## config.mk

```make
export PLATFORM = sky130hd
export DESIGN_NAME = slc3_control
export DESIGN_NICKNAME = d
export VERILOG_FILES = /design/src/rtl/slc3_pkg.sv /design/src/rtl/slc3_control.sv
export SDC_FILE = /design/constraint.sdc
export NUM_CORES = 1
export LEC_CHECK = 0
export ABC_AREA = 1
export BUFFER_PORTS_ARGS = -buffer_cell sky130_fd_sc_hd__buf_2
export CAP_MARGIN = 40
export CORE_MARGIN = 2
export CORE_UTILIZATION = 40
export DETAILED_ROUTE_END_ITERATION = 12
export GPL_TIMING_DRIVEN = 0
export PLACE_DENSITY = 0.65
export SYNTH_ARGS = -nofsm -noshare
export SYNTH_HDL_FRONTEND = slang
export SYNTH_SLANG_ARGS = --single-unit
export TNS_END_PERCENT = 100
```

## constraint.sdc

```tcl
create_clock -name clk -period 2 [get_ports clk]
set_clock_uncertainty 0.1 [all_clocks]
set_input_delay 0.3 -clock clk [delete_from_list [all_inputs] [get_ports clk]]
set_output_delay 0.3 -clock clk [all_outputs]
set_load 0.02 [all_outputs]
```

## src/rtl/slc3_pkg.sv

```systemverilog
// Shared encodings for the SLC-3 control unit: state enum, opcodes, mux/ALU selects.
package slc3_pkg;

   typedef enum logic [4:0] {
      HALTED, FETCH_MAR, FETCH_RD, FETCH_IR, DECODE, EXEC_ALU, BR_CHK, BR_TAKE,
      JMP, JSR, LDR_MAR, LDR_RD, LDR_REG, STR_MAR, STR_MDR, STR_WR, PAUSE_HI, PAUSE_LO
   } state_t;

   localparam logic [3:0] OP_BR    = 4'b0000;
   localparam logic [3:0] OP_ADD   = 4'b0001;
   localparam logic [3:0] OP_JSR   = 4'b0100;
   localparam logic [3:0] OP_AND   = 4'b0101;
   localparam logic [3:0] OP_LDR   = 4'b0110;
   localparam logic [3:0] OP_STR   = 4'b0111;
   localparam logic [3:0] OP_NOT   = 4'b1001;
   localparam logic [3:0] OP_JMP   = 4'b1100;
   localparam logic [3:0] OP_PAUSE = 4'b1101;

   localparam logic [1:0] ALUK_ADD  = 2'd0;
   localparam logic [1:0] ALUK_AND  = 2'd1;
   localparam logic [1:0] ALUK_NOT  = 2'd2;
   localparam logic [1:0] ALUK_PASS = 2'd3;

   localparam logic [1:0] PCMUX_INC   = 2'd0;
   localparam logic [1:0] PCMUX_BUS   = 2'd1;
   localparam logic [1:0] PCMUX_ADDER = 2'd2;

   localparam logic [1:0] ADDR2_ZERO  = 2'd0;
   localparam logic [1:0] ADDR2_OFF6  = 2'd1;
   localparam logic [1:0] ADDR2_OFF9  = 2'd2;
   localparam logic [1:0] ADDR2_OFF11 = 2'd3;

endpackage

```

## src/rtl/slc3_control.sv

```systemverilog
// SLC-3 Moore control FSM: fetch/decode/execute sequencing with a stretched
// memory access (MEM_WAIT extra clocks) and a two-phase pause handshake.
module slc3_control
   import slc3_pkg::*;
#(
   parameter int MEM_WAIT = 2
) (
   input  logic       clk,
   input  logic       reset_n,
   input  logic       run,
   input  logic       cont,
   input  logic [3:0] opcode,
   input  logic       ir_5,
   input  logic       ben,
   output logic       ld_mar,
   output logic       ld_mdr,
   output logic       ld_ir,
   output logic       ld_pc,
   output logic       ld_reg,
   output logic       ld_cc,
   output logic       ld_ben,
   output logic       ld_led,
   output logic       GatePC,
   output logic       GateMDR,
   output logic       GateALU,
   output logic       GateMARMUX,
   output logic [1:0] pcmux_sel,
   output logic       drmux_sel,
   output logic       sr1mux_sel,
   output logic       addr1mux_sel,
   output logic       mio_en,
   output logic       sr2mux_sel,
   output logic [1:0] addr2mux_sel,
   output logic [1:0] aluk,
   output logic       mem_oe_n,
   output logic       mem_we_n
);

   localparam int CW = $clog2(MEM_WAIT + 2);

   state_t        state, state_nxt;
   logic [CW-1:0] wait_cnt;
   logic          mem_state, mem_last;

   assign mem_state = (state == FETCH_RD) || (state == LDR_RD) || (state == STR_WR);
   assign mem_last  = (wait_cnt == CW'(MEM_WAIT));

   // Counter restarts on every state change, so each memory state begins at 0.
   always_ff @(posedge clk or negedge reset_n) begin
      if (!reset_n) begin
         state    <= HALTED;
         wait_cnt <= '0;
      end else begin
         state <= state_nxt;
         if (state_nxt != state) wait_cnt <= '0;
         else if (mem_state)     wait_cnt <= wait_cnt + CW'(1);
      end
   end

   always_comb begin
      state_nxt    = state;
      ld_mar       = 1'b0;
      ld_mdr       = 1'b0;
      ld_ir        = 1'b0;
      ld_pc        = 1'b0;
      ld_reg       = 1'b0;
      ld_cc        = 1'b0;
      ld_ben       = 1'b0;
      ld_led       = 1'b0;
      GatePC       = 1'b0;
      GateMDR      = 1'b0;
      GateALU      = 1'b0;
      GateMARMUX   = 1'b0;
      pcmux_sel    = PCMUX_INC;
      drmux_sel    = 1'b0;
      sr1mux_sel   = 1'b0;
      addr1mux_sel = 1'b0;
      mio_en       = 1'b0;
      sr2mux_sel   = 1'b0;
      addr2mux_sel = ADDR2_ZERO;
      aluk         = ALUK_ADD;
      mem_oe_n     = 1'b1;
      mem_we_n     = 1'b1;
      case (state)
         HALTED:    if (run) state_nxt = FETCH_MAR;
         FETCH_MAR: begin
            GatePC = 1'b1; ld_mar = 1'b1; ld_pc = 1'b1; pcmux_sel = PCMUX_INC;
            state_nxt = FETCH_RD;
         end
         FETCH_RD: begin
            mio_en = 1'b1; mem_oe_n = 1'b0; ld_mdr = mem_last;
            if (mem_last) state_nxt = FETCH_IR;
         end
         FETCH_IR: begin
            GateMDR = 1'b1; ld_ir = 1'b1;
            state_nxt = DECODE;
         end
         DECODE: begin
            ld_ben = 1'b1;
            case (opcode)
               OP_BR:                  state_nxt = BR_CHK;
               OP_ADD, OP_AND, OP_NOT: state_nxt = EXEC_ALU;
               OP_JMP:                 state_nxt = JMP;
               OP_JSR:                 state_nxt = JSR;
               OP_LDR:                 state_nxt = LDR_MAR;
               OP_STR:                 state_nxt = STR_MAR;
               OP_PAUSE:               state_nxt = PAUSE_HI;
               default:                state_nxt = FETCH_MAR;
            endcase
         end
         EXEC_ALU: begin
            GateALU = 1'b1; ld_reg = 1'b1; ld_cc = 1'b1; sr2mux_sel = ir_5;
            if (opcode == OP_AND)      aluk = ALUK_AND;
            else if (opcode == OP_NOT) aluk = ALUK_NOT;
            state_nxt = FETCH_MAR;
         end
         BR_CHK:    state_nxt = ben ? BR_TAKE : FETCH_MAR;
         BR_TAKE: begin
            ld_pc = 1'b1; pcmux_sel = PCMUX_ADDER; addr2mux_sel = ADDR2_OFF9;
            state_nxt = FETCH_MAR;
         end
         JMP: begin
            ld_pc = 1'b1; pcmux_sel = PCMUX_BUS; GateALU = 1'b1; aluk = ALUK_PASS;
            state_nxt = FETCH_MAR;
         end
         JSR: begin
            GatePC = 1'b1; ld_reg = 1'b1; drmux_sel = 1'b1;
            ld_pc = 1'b1; pcmux_sel = PCMUX_ADDER; addr2mux_sel = ADDR2_OFF11;
            state_nxt = FETCH_MAR;
         end
         LDR_MAR, STR_MAR: begin
            GateMARMUX = 1'b1; ld_mar = 1'b1; addr1mux_sel = 1'b1; addr2mux_sel = ADDR2_OFF6;
            state_nxt = (state == LDR_MAR) ? LDR_RD : STR_MDR;
         end
         LDR_RD: begin
            mio_en = 1'b1; mem_oe_n = 1'b0; ld_mdr = mem_last;
            if (mem_last) state_nxt = LDR_REG;
         end
         LDR_REG: begin
            GateMDR = 1'b1; ld_reg = 1'b1; ld_cc = 1'b1;
            state_nxt = FETCH_MAR;
         end
         STR_MDR: begin
            GateALU = 1'b1; aluk = ALUK_PASS; ld_mdr = 1'b1;
            state_nxt = STR_WR;
         end
         STR_WR: begin
            mem_we_n = 1'b0;
            if (mem_last) state_nxt = FETCH_MAR;
         end
         PAUSE_HI: begin
            ld_led = 1'b1;
            if (cont) state_nxt = PAUSE_LO;
         end
         PAUSE_LO:  if (!cont) state_nxt = FETCH_MAR;
         default:   state_nxt = HALTED;
      endcase
   end

endmodule

```

==> run metrics, run 1 <==
number of nets in the layout=218; First-pass DRT Iterations=4; CTS tree=done; power density over cell area=about 1300 nW/um^2; Max Fclk=~0.50 GHz; Design Area, Final=approximately 1300 sq um; synthesized instance count=approximately 160; Num CTS Buffers=3; H-tree depth=1; mapped cell area=approximately 900 sq um; dominant cell type by area after synthesis=dfrtp_1; RSZ-0062 raised after global routing=true; die area=~2600 sq um; antenna violations before repair=0; Max Cap Viol=0; DRC=0; Die Wd=51.3 microns; delay of the slowest cell on the worst path=between 400 and 500 ps; Slowest-stage cell, CP=dfrtp_2; Worst Setup Start Kind=flip-flop; final hold viol count=0; WL final=2.66 mm; top cells by area, synth=dfrtp_1 20%, nand2_1 18%, nand3_1 14%, nor2_1 12%, inv_1 9.7%; Reg clk slew, reported paths=around 50 ps; Detail Placement HPWL=~2.1 mm; net switching power=0.951 mW; CP cell instances=inv_2, buf_6, nand2_4, nor3_2, buf_4, nor2_2, inv_1, buf_6; All-Layer GR Usage=a little over a fifth; first-pass GRT wire length=between 4 and 5 mm; pin count of the biggest net entering global routing=11; Tcrit/Tclk final=between 90 and 100%; Rows=17; Distinct cells, synth=22; fraction of layout cells with a size suffix above 1=between 30 and 40%; Comb pwr share=78.0%; Static Leak=0.802 nW; root buf cell=clkbuf_4; vias in the first global route=1035; post-route setup TNS=0 ps; Starting Density=roughly 41%; WS Path Type=flip-flop to output pin; vias per inst=around 5; synthesized area per cell=around 5.5 sq um; outcome=finished, final reports clean; power share of the sequential group=between 10% and 20%; Worst Path Max Fanout=7; ANT nets after route=0; Ys Warns=0; Post-synth ARST share=100%; vias=around 1200; clk buf depth=2; top-area cell type share of the netlist area=between 10% and 20%; synth cell count leaders=43 x nand2_1, 28 x nor2_1, 25 x nand3_1, 23 x inv_1, 7 x dfrtp_1; Placeable Area=2170 sq um; gpl congestion=between 0.8 and 0.9; die extent in y=slightly above 50 microns; Switching Share=56.4%; # setup viols final=0; hold crit path type=input pin to flip-flop; Synth Flop Type=dfrtp_1; sequential area share after synthesis=19.6%; Post-DP Area=around 1100 sq um; Post-synth EDFFs=0; final worst path period need=roughly 2000 ps; Syn Nets=173; IO Port Bufs=33; fin. max-slew vios=0; register bit count reported by yosys=7; most common cell in the netlist=nand2_1; clock latency on the worst-skew pair=roughly 250 ps; CP most frequent cell=buf_6; CP arrival=~1600 ps; Worst setup EP type=output pin; internal power=approximately 0.74 mW; clock share of power=approximately 7.6%; Area Growth Syn to Fin=45.0%; CP required=around 1600 ps; peak supply drop=0.000820 V; # IOs=35; WL/cell=11.4 microns; initial DRC count=36; # diodes=0; hold_ws=282 ps; grt ovf=0; TritonCTS sink count=7
-- repair_timing --
action                     CTS  global route
buffers inserted             1             4
setup endpoints to repair    8            18
hold buffers                 1             0
gates cloned                 0             1
pin swaps                    1             6
resized for setup            9            30
hold endpoints to repair     7             0
-- stage by stage --
step	power, mW	setup WS, ps	cells	util (%)
2_1_floorplan	1.04	208	162	-
3_3_place_gp	1.31	146	223	50.4
3_5_place_dp	1.31	118	223	50.4
4_1_cts	1.52	1.08	229	53.5
5_1_grt	1.86	-67.0	234	59.7
6_report	1.69	5.31	234	59.7
-- power by group through the flow --
| stage | clock, mW | sequential [mW] | combinational [mW] |
|---|---|---|---|
| final | 0.129 | 0.242 | 1.32 |
| after global placement | 0 | 0.227 | 1.08 |
| after detailed placement | 0 | 0.230 | 1.08 |
| after global routing | 0.146 | 0.245 | 1.46 |
| after CTS | 0.136 | 0.236 | 1.15 |
| after floorplan | 0 | 0.220 | 0.818 |
-- kinds of logic after synthesis --
kind of cell             share of synthesized area, %
buffers and inverters                            15.0
AND/OR/NAND/NOR                                  56.6
other                                           0.420
XOR/XNOR                                        0.981
adder cells (fa/ha/maj)                          1.40
AO/OA/AOI/OAI                                    6.02
flip-flops                                       19.6
-- flip-flops by register name, indices dropped and copies added (netlist names) --
| register | flops |
|---|---|
| state | 5 |
| wait_cnt | 2 |
-- critical path, delay by kind of cell (launching register included) --
kind / cells / cell delay [ps]
buffers and inverters: 5 / 570
flip-flops: 1 / 460
AND/OR/NAND/NOR: 3 / 300
-- metal layers --
layer | share of wire (%) | vias to the layer above | wire [microns] | track usage [%]
met5 | 0 | - | 0 | 0
met4 | 0 | 0 | 0 | 3.07
met3 | 8.6 | 0 | 228 | 5.85
met2 | 50 | 46 | 1340 | 36.6
met1 | 41 | 523 | 1090 | 28.1
li1 | - | 601 | - | -
-- cells in the final DEF, fill, tap and decap left out, drive strengths merged --
master / Yosys / final
nand4: 6 / 6
o2111ai: 1 / 1
nor3: 3 / 3
o21ai: 5 / 5
o211ai: 1 / 1
conb: 1 / 1
nand3: 27 / 27
dfrtp: 7 / 7
a21oi: 1 / 1
xor2: 1 / 1
nor2: 33 / 33
ha: 1 / 1
clkinvlp: 0 / 1
clkbuf: 0 / 5
o31ai: 1 / 1
dlygate4sd3: 0 / 1
buf: 5 / 43
nand2: 43 / 43
inv: 26 / 25
-- worst paths after layout --
kind	depth (start not counted)	end	slack [ps]	from
worst min register to register	2	wait_cnt[1]$_DFFE_PN0P_	480	wait_cnt[1]$_DFFE_PN0P_
min in group asynchronous	2	wait_cnt[0]$_DFFE_PN0P_	300	reset_n
max in group asynchronous	2	state[4]$_DFF_PN0_	1320	reset_n
worst min-delay path	3	state[4]$_DFF_PN0_	280	opcode[3]
worst max register to register	14	wait_cnt[1]$_DFFE_PN0P_	170	state[4]$_DFF_PN0_
worst max-delay path	8	ld_mar	5	state[4]$_DFF_PN0_
-- final cells by class --
| cell class | count | area, sq um |
|---|---|---|
| well taps | 28 | 35.0 |
| flip-flops and latches | 7 | 179 |
| clock buffers | 4 | 26.3 |
| multi-input cells | 124 | 674 |
| plain buffers | 5 | 41.3 |
| fillers | 237 | 875 |
| repair buffers | 40 | 238 |
| inverters | 26 | 101 |
(Power assumes the default switching activity.)
==> run 2: changes to the inputs <==
Settings changed: CTS_BUF_LIST set to sky130_fd_sc_hd__clkbuf_2 sky130_fd_sc_hd__clkbuf_4 sky130_fd_sc_hd__clkbuf_8, SLEW_MARGIN set to 20.
==> run 2 against run 1 <==
Compared with the run above: utilization increased by 0.17 points; register-to-register slack about the same; sequential share of layout area about the same; largest cell class unchanged.
==> run metrics, run 2 (same netlist as run 1, synthesis figures left out) <==
outcome=finished, final reports clean (unchanged); vias=1170 (unchanged); Die Wd=51.3 microns (unchanged); most frequent cells in the layout=37 x nand2_1, 29 x buf_2, 25 x nand3_1, 21 x inv_1, 21 x nor2_1 (unchanged); max reg flops=5 (unchanged); IO Port Bufs=33 (unchanged); gpl congestion=0.893 (unchanged); Worst Path Max Fanout=7 (unchanged); PnR worst setup slack=4.57 ps (was 5.31 ps); ANT nets after route=0 (unchanged); Cell Count Post-Placement=223 (unchanged); Detail Placement HPWL=2.14 mm (unchanged); Area Growth Syn to Fin=45.4% (was 45.0%); Largest Register=state (unchanged); vias in the first global route=1035 (unchanged); WL/cell=11.4 microns (about the same); fraction of layout cells with a size suffix above 1=38.3% (was 37.9%); final worst path period need=2000 ps (was 1990 ps); clock share of power=8.4% (was 7.6%); CP required=1600 ps (about the same); internal power=0.750 mW (was 0.736 mW); power density over cell area=1310 nW/um^2 (was 1300 nW/um^2); Tcrit/Tclk final=99.8% (was 99.7%); power share of the sequential group=14.2% (was 14.3%); cell count of the worst reg-to-reg path=14 (unchanged); CP arrival=1600 ps (was 1590 ps); net switching power=0.951 mW (about the same); Rows=17 (unchanged); most common cell after layout, fill and taps aside=nand2_1 (unchanged); number of nets in the layout=218 (unchanged); First-pass DRT Iterations=4 (unchanged); RR Startpoint=state[4]$_DFF_PN0_ (unchanged); HP Start=opcode[3] (unchanged); Worst Hold End=state[4]$_DFF_PN0_ (unchanged); die extent in y=51.3 microns (unchanged); hold crit path type=input pin to flip-flop (unchanged); grt ovf=0 (unchanged); FF-to-FF setup slack=170 ps (about the same); Pwr Total=1.70 mW (was 1.69 mW); Max Cap Viol=0 (unchanged); WL final=2.66 mm (about the same); largest registers=state (5), wait_cnt (2) (unchanged); fin. max-slew vios=0 (unchanged); # diodes=0 (unchanged); # setup viols final=0 (unchanged); antenna violations before repair=0 (unchanged); Worst setup EP type=output pin (unchanged); initial DRC count=36 (unchanged); root buf cell=clkbuf_4 (unchanged); register area=179 sq um (unchanged); clock latency on the worst-skew pair=250 ps (about the same); Multi-input gate area=674 sq um (unchanged); Num CTS Buffers=3 (unchanged); final cell count without fillers=234 (unchanged); Static Leak=0.805 nW (was 0.802 nW); H-tree depth=1 (unchanged); Starting Density=41.2% (unchanged); hold_ws=281 ps (was 282 ps); Place WS=118 ps (unchanged); Comb pwr share=77.4% (was 78.0%); clk buf depth=2 (unchanged); Reg clk slew, reported paths=50 ps (about the same); first-pass GRT wire length=4.37 mm (unchanged); RSZ-0062 raised after global routing=true (unchanged); WS Path Type=flip-flop to output pin (unchanged); Max Fclk=0.501 GHz (about the same); final hold viol count=0 (unchanged); Placeable Area=2170 sq um (unchanged); peak supply drop=0.000764 V (was 0.000820 V); Worst Setup Start Kind=flip-flop (unchanged); CTS tree=done (unchanged); # IOs=35 (unchanged); DRC=0 (unchanged); All-Layer GR Usage=21.6% (unchanged); die area=2630 sq um (unchanged); TritonCTS sink count=7 (unchanged); vias per inst=5.00 (unchanged); reg2reg end=wait_cnt[1]$_DFFE_PN0P_ (unchanged); Fillers=235 (was 237); pin count of the biggest net entering global routing=11 (unchanged); hold depth=3 (unchanged); Switching Share=55.9% (was 56.4%)
## run 2: cell types whose count changed in the layout (fill, tap and decap cells not counted)
cell and change:
clkbuf_1 -1, clkbuf_4 +1
## run 2: area by class of cell
type,instances,area share [%]
clock buffers,4,2.31
inverters,26,7.80
repair buffers,40,18.3
flip-flops and latches,7,13.8
well taps,28,2.70
multi-input cells,124,51.9
plain buffers,5,3.18
## run 2: worst max-delay path by stage
stage	start	end	slack (ps)	cells after the start
detailed placement	state[1]$_DFF_PN0_	ld_mar	120	8
global placement	state[1]$_DFF_PN0_	ld_mar	150	8
global route	state[4]$_DFF_PN0_	ld_mar	-70	8
floorplan	state[3]$_DFF_PN0_	aluk[0]	210	5
finish	state[4]$_DFF_PN0_	ld_mar	5	8
CTS	state[0]$_DFF_PN0_	aluk[0]	-2	5
## run 2: metrics by stage
| stage | util, % | instance area, sq um | setup TNS [ps] |
|---|---|---|---|
| 2_1_floorplan | - | 893 | 0 |
| 3_3_place_gp | 50.4 | 1090 | 0 |
| 3_5_place_dp | 50.4 | 1090 | 0 |
| 4_1_cts | 53.6 | 1160 | -1.73 |
| 5_1_grt | 59.9 | 1300 | -499 |
| 6_report | 59.9 | 1300 | 0 |
## run 2: what timing repair did
action	CTS	global route
endpoints found under the hold margin	7	0
hold buffers	1	0
pin swaps	1	6
gates resized for setup	9	30
gates cloned	0	1
setup endpoints to repair	8	18
setup buffers	1	4
## run 2: per-layer routing
metal / global-route usage (%) / wire [microns]
met1: 28.1 / 1090
met2: 36.6 / 1340
met4: 3.07 / 0
met5: 0 / 0
met3: 5.85 / 228
## run 2: power by group through the flow
stage	Sequential, mW	Combinational, mW	Clock, mW
3_5_place_dp	0.230	1.08	0
5_1_grt	0.245	1.46	0.160
4_1_cts	0.236	1.15	0.151
6_report	0.242	1.32	0.143
2_1_floorplan	0.220	0.818	0
3_3_place_gp	0.227	1.08	0
## run 2: worst max-delay path, stage by stage (launching register included)
cell	delay [ps]
dfrtp_2	460
inv_2	120
buf_6	140
nand2_4	60
nor3_2	200
buf_4	140
nor2_2	40
inv_1	60
buf_6	110
